## src/rtl/mux_scan_pkg.sv

```systemverilog
// mux_scan_pkg: shared state encoding, default parameters and the
// cyclic mask-search helper for the mux_scan_sel block.
package mux_scan_pkg;

    typedef enum logic {
        MANUAL = 1'b0,
        SCAN   = 1'b1
    } state_e;

    localparam int DEF_WIDTH    = 4;
    localparam int DEF_CHANNELS = 4;
    localparam int DEF_DWELL    = 1;
    localparam int MAX_CHANNELS = 32;
    localparam int MAX_IDX_W    = $clog2(MAX_CHANNELS);

    // Next set bit after ptr, searching cyclically over n channels;
    // returns ptr itself when no other channel is set.
    function automatic int next_unmasked(
        input logic [MAX_CHANNELS-1:0] mask,
        input int                      ptr,
        input int                      n
    );
        int   idx;
        logic found;
        next_unmasked = ptr;
        found         = 1'b0;
        for (int i = 1; i <= MAX_CHANNELS; i++) begin
            if (!found && i <= n) begin
                idx = ptr + i;
                if (idx >= n) begin
                    idx = idx - n;
                end
                if (mask[idx[MAX_IDX_W-1:0]]) begin
                    next_unmasked = idx;
                    found         = 1'b1;
                end
            end
        end
    endfunction

endpackage

```

## src/rtl/mux_nto1.sv

```systemverilog
// mux_nto1: combinational N-to-1 selector over a flattened bus;
// an index beyond the last channel yields zero.
module mux_nto1 #(
    parameter int WIDTH    = 4,
    parameter int CHANNELS = 4,
    parameter int SEL_W    = $clog2(CHANNELS)
) (
    input  logic [CHANNELS*WIDTH-1:0] din,
    input  logic [SEL_W-1:0]          idx,
    output logic [WIDTH-1:0]          dout
);

    always_comb begin
        dout = '0;
        for (int k = 0; k < CHANNELS; k++) begin
            if (idx == SEL_W'(k)) begin
                dout = din[k*WIDTH +: WIDTH];
            end
        end
    end

endmodule

```

## src/rtl/mux_scan_sel.sv

```systemverilog
// mux_scan_sel: registered N-channel mux, manual select or auto-scan with dwell.
// Build option MUX_SCAN_MASK_EN adds chan_mask to skip channels while scanning.
module mux_scan_sel
    import mux_scan_pkg::*;
#(
    parameter int WIDTH    = DEF_WIDTH,
    parameter int CHANNELS = DEF_CHANNELS,
    parameter int DWELL    = DEF_DWELL,
    parameter int SEL_W    = $clog2(CHANNELS)
) (
    input  logic                      clk,
    input  logic                      resetn,
    input  logic [CHANNELS*WIDTH-1:0] din,
    input  logic [SEL_W-1:0]          sel,
    input  logic                      auto_en,
    input  logic                      hold,
`ifdef MUX_SCAN_MASK_EN
    input  logic [CHANNELS-1:0]       chan_mask,
`endif
    output logic [WIDTH-1:0]          dout,
    output logic [SEL_W-1:0]          dout_ch,
    output logic                      dout_valid,
    output logic                      wrap
);

    localparam int CNT_W = (DWELL > 1) ? $clog2(DWELL) : 1;
    localparam logic [CNT_W-1:0] CNT_LAST = CNT_W'(DWELL - 1);
    localparam logic [SEL_W-1:0] PTR_LAST = SEL_W'(CHANNELS - 1);
    localparam logic [SEL_W:0]   CH_NUM   = (SEL_W + 1)'(CHANNELS);

    state_e           state_q, state_d;
    logic [SEL_W-1:0] ptr_q, ptr_d;
    logic [CNT_W-1:0] cnt_q, cnt_d;
    logic [WIDTH-1:0] dout_d;
    logic [SEL_W-1:0] ch_d;
    logic             valid_d;
    logic             wrap_d;

    logic             go_hold, go_entry, go_scan, go_man;
    logic [SEL_W-1:0] scan_ptr, first_ptr, nxt_ptr, mux_idx;
    logic [CNT_W-1:0] scan_cnt;
    logic             nxt_wrap, mask_none, sel_ok;
    logic [WIDTH-1:0] mux_y;

    // Entry into scan behaves as the first dwell cycle of the first channel.
    always_comb begin
        go_hold  = hold;
        go_entry = !hold && auto_en && (state_q == MANUAL);
        go_scan  = !hold && auto_en && (state_q == SCAN);
        go_man   = !hold && !auto_en;
        scan_ptr = go_entry ? first_ptr : ptr_q;
        scan_cnt = go_entry ? '0 : cnt_q;
        mux_idx  = (go_entry || go_scan) ? scan_ptr : sel;
    end

`ifdef MUX_SCAN_MASK_EN
    logic [MAX_CHANNELS-1:0] mask_ext;

    always_comb begin
        mask_ext                 = '0;
        mask_ext[CHANNELS-1:0]   = chan_mask;
    end

    assign mask_none = (chan_mask == '0);
    assign first_ptr = mask_none ? '0 :
        SEL_W'(next_unmasked(mask_ext, CHANNELS - 1, CHANNELS));
    assign nxt_ptr   = SEL_W'(next_unmasked(mask_ext, int'(scan_ptr), CHANNELS));
    assign nxt_wrap  = (nxt_ptr <= scan_ptr);
`else
    assign mask_none = 1'b0;
    assign first_ptr = '0;
    assign nxt_wrap  = (scan_ptr == PTR_LAST);
    assign nxt_ptr   = nxt_wrap ? '0 : scan_ptr + 1'b1;
`endif

    mux_nto1 #(
        .WIDTH   (WIDTH),
        .CHANNELS(CHANNELS),
        .SEL_W   (SEL_W)
    ) u_mux (
        .din (din),
        .idx (mux_idx),
        .dout(mux_y)
    );

    always_comb begin
        state_d = state_q;
        ptr_d   = ptr_q;
        cnt_d   = cnt_q;
        dout_d  = dout;
        ch_d    = dout_ch;
        valid_d = 1'b0;
        wrap_d  = 1'b0;
        sel_ok  = ({1'b0, sel} < CH_NUM);
        unique case (1'b1)
            go_hold: begin
            end
            go_entry, go_scan: begin
                state_d = SCAN;
                ptr_d   = scan_ptr;
                cnt_d   = scan_cnt;
                if (!mask_none) begin
                    dout_d  = mux_y;
                    ch_d    = scan_ptr;
                    valid_d = (scan_cnt == '0);
                    if (scan_cnt == CNT_LAST) begin
                        cnt_d  = '0;
                        ptr_d  = nxt_ptr;
                        wrap_d = nxt_wrap;
                    end else begin
                        cnt_d = scan_cnt + 1'b1;
                    end
                end
            end
            go_man: begin
                state_d = MANUAL;
                ptr_d   = '0;
                cnt_d   = '0;
                if (sel_ok) begin
                    dout_d  = mux_y;
                    ch_d    = sel;
                    valid_d = 1'b1;
                end
            end
            default: begin
            end
        endcase
    end

    always_ff @(posedge clk or negedge resetn) begin
        if (!resetn) begin
            state_q    <= MANUAL;
            ptr_q      <= '0;
            cnt_q      <= '0;
            dout       <= '0;
            dout_ch    <= '0;
            dout_valid <= 1'b0;
            wrap       <= 1'b0;
        end else begin
            state_q    <= state_d;
            ptr_q      <= ptr_d;
            cnt_q      <= cnt_d;
            dout       <= dout_d;
            dout_ch    <= ch_d;
            dout_valid <= valid_d;
            wrap       <= wrap_d;
        end
    end

endmodule

```

## config.mk

```make
export PLATFORM = sky130hd
export DESIGN_NAME = mux_scan_sel
export DESIGN_NICKNAME = d
export VERILOG_FILES = /design/src/rtl/mux_scan_pkg.sv /design/src/rtl/mux_nto1.sv /design/src/rtl/mux_scan_sel.sv
export SDC_FILE = /design/constraint.sdc
export NUM_CORES = 1
export LEC_CHECK = 0
export CAP_MARGIN = 10
export CORE_MARGIN = 8
export CORE_UTILIZATION = 42
export DETAILED_ROUTE_END_ITERATION = 7
export HOLD_SLACK_MARGIN = 0.1
export PLACE_DENSITY = 0.78
export RECOVER_POWER = 25
export REMOVE_ABC_BUFFERS = 1
export SYNTH_ARGS = -nofsm -noshare
export SYNTH_HDL_FRONTEND = slang
export SYNTH_SLANG_ARGS = --single-unit
```

## constraint.sdc

```tcl
create_clock -name clk -period 2.8 [get_ports clk]
set_input_delay 0.28 -clock clk [delete_from_list [all_inputs] [get_ports clk]]
set_output_delay 0.28 -clock clk [all_outputs]
set_load 0.02 [all_outputs]
```

==> key figures <==
Run status
  – Outcome: completed

Worst setup path
  – Setup CP Type: input port to flip-flop
  – Flop2flop setup slack: about 1.3 ns
  – CP Data Required Time: roughly 3.0 ns
  – Crit. Startpoint: hold
  – Setup crit start kind: input port
  – Reg2reg start: state_q
  – CP Max Fanout: 13
  – Crit Reg-Reg Endpoint: dout[3]
  – WP data arrival: between 1.5 and 2 ns
  – Reg2reg path depth: 4
  – End point of the critical path: dout[2]
  – CP endpoint kind: flip-flop

Global routing
  – Initial antenna violation count: 0
  – Number of global-route vias before repair: approximately 530
  – Largest net degree at the start of global routing: 14
  – Total gr overflow: 0
  – First-pass GRT wire length: approximately 2400 um
  – Global Route Usage Sum: 11.0%

STA
  – Slew margin rel.: 67.0%
  – Setup TNS: 0 ns
  – Worst Tran Pin Value: a little under 0.5 ns
  – Worst-case clock skew: ~0.0031 ns
  – Final Hold Vio Count: 0
  – Fin crit share: around two thirds
  – Minimum clock period: between 1.5 and 2 ns
  – Final setup fails: 0
  – Final-report max-slew violation count: 0
  – Achievable Freq: roughly 0.54 GHz
  – Unrepaired setup endpoints after global routing: no

Synth
  – Synthesis warning total: 0
  – Synth area leader: dfrtp_1
  – Gate Count Post-Synth: between 50 and 60
  – Sequential area share after synthesis: 42.9%
  – Most numerous cell in the Yosys netlist: dfrtp_1
  – Average size of a mapped cell: approximately 12 um2
  – Synth top area share: 42.9%
  – Ys async rst share: between 90% and 100%
  – EDFF count, synth: 0
  – Mapped Area: between 600 and 700 um2
  – Top cells by count, synth: 11 x dfrtp_1, 5 x and2_1, 4 x mux2i_1, 4 x nand2_1, 4 x nand3_1
  – Seq cells post-synth: 11
  – Synth cell types: 25
  – Top cells by area, synth: dfrtp_1 43%, mux2i_1 6.2%, o211ai_2 5.8%
  – Most used flip-flop cell after synthesis: dfrtp_1

Route
  – DRC violations left: 0
  – DRT iter0 DRCs: 4
  – Routed Antenna Nets: 0
  – First-pass DRT Iterations: 3
  – Routed WL: 1560 um
  – WL/cell: ~15 um
  – Vias: ~530
  – Vias/cell: roughly 5.2

CTS
  – Clock Pin Slew Worst Setup and Hold Paths: 0.07 ns
  – Clock tree from TritonCTS: done
  – Post-CTS Repair Setup Buffers: 0
  – Hold Buf Count CTS: 0
  – Root Driver: clkbuf_4
  – H-tree levels: 1
  – Clock Sink Count: 11
  – Worst-skew pair later-pin latency: 0.27 ns
  – Resize count post-CTS: 0
  – Clock Path Buffers: 2
  – Total CTS buffers: 3

Die
  – Placement Rows: 14
  – # IOs: 30
  – Die width: 55.1 um
  – Die area: roughly 3000 um2
  – Core area: about 1500 um2
  – Starting density of the core: approximately 44%
  – Die span in y: approximately 55 um

Job
  – Max-cap violations: 0

Finish
  – Share of layout cells above drive strength 1: between 10% and 20%
  – # diodes: 0
  – Area growth, synth to finish: 49.9%
  – Final net count: between 100 and 150
  – Post-Layout Cell Count: approximately 100

Power
  – Maximum VDD drop: roughly 0.28 mV
  – Leak: ~0.0004 uW
  – Pwr/cell area: 457 nW/um2

Placed design
  – Placed cells: a little under 100
  – Estimated wirelength of the detail-placed design: approximately 1200 um
  – Port-buffer cells: 29
  – Routability Congestion: approximately 0.8

Worst hold path
  – Min-delay worst type: input port to async pin
==> layout make-up <==
class / instances / area (um2)
Tap cell: 16 / 20.0
Multi-Input combinational cell: 39 / 334
Inverter: 3 / 16.3
Clock buffer: 4 / 26.3
Sequential cell: 11 / 275
Timing Repair Buffer: 29 / 290
Fill cell: 122 / 509
==> state kept, by name, indices dropped and copies added, names as in the netlist <==
name,count
ptr_q,2
dout,4
dout_ch,2
dout_valid,1
state_q,1
wrap,1
==> per-layer routing <==
metal / vias up / global-route usage, % / part of all wire (%)
met1: 244 / 11.8 / 40
met2: 18 / 17.5 / 48
li1: 266 / - / -
met4: 0 / 9.60 / 3.4
met3: 5 / 2.67 / 8.5
met5: - / 0 / 0
==> cells in the final DEF (no fill, tap or decap), drive strengths merged <==
cell	n
a21oi	1
mux2i	5
inv	3
nand2b	2
ha	1
dlygate4sd3	1
o211ai	4
o21a	3
nand2	4
and4b	1
a41oi	4
clkbuf	4
a21o	1
clkdlybuf4s50	28
nand3	4
and2b	1
a211oi	1
dfrtp	11
a22o	2
and2	5
==> through the flow <==
step	hold slack [ns]	total power (uW)	util [%]	setup slack [ns]	area, um2
floorplan	-0.0156	261	-	1.45	626
global placement	0.463	332	63.6	0.693	936
detailed placement	0.469	333	63.6	0.652	936
CTS	0.351	444	65.4	0.943	962
global route	0.448	465	65.4	0.856	962
finish	0.403	440	65.4	0.959	962
==> critical path, stage by stage <==
cell and delay [ns]:
clkdlybuf4s50_1 0.61, and2b_4 0.39, mux2i_4 0.37, nand2b_4 0.24
o211ai_1 0.09
==> logic make-up (layout without fill, tap and decap cells) <==
logic type      after synthesis  in the layout  share of synthesized area, %
compound gates               16             16                          23.8
fa+ha+maj                     1              1                          1.95
buf+inv                       5             36                          5.07
flops                        11             11                          42.9
mux                           5              5                          9.75
simple gates                 17             17                          16.6
==> where the power goes <==
| group | internal (uW) | leakage [uW] | switching (uW) |
|---|---|---|---|
| clock network | 55.3 | 0.0000150 | 56.4 |
| registers | 176 | 0.000135 | 10.9 |
| logic | 78.9 | 0.000256 | 62.1 |
==> worst min-delay path by stage <==
stage	endpoint	slack [ns]	depth (start not counted)
floorplan	dout[0]	-0.02	0
global placement	dout_ch[1]	0.46	1
detailed placement	dout_ch[1]	0.47	1
CTS	wrap	0.35	1
global route	wrap	0.45	1
finish	ptr_q[0]	0.40	1
Note: power is estimated with default switching activity, not from simulation.
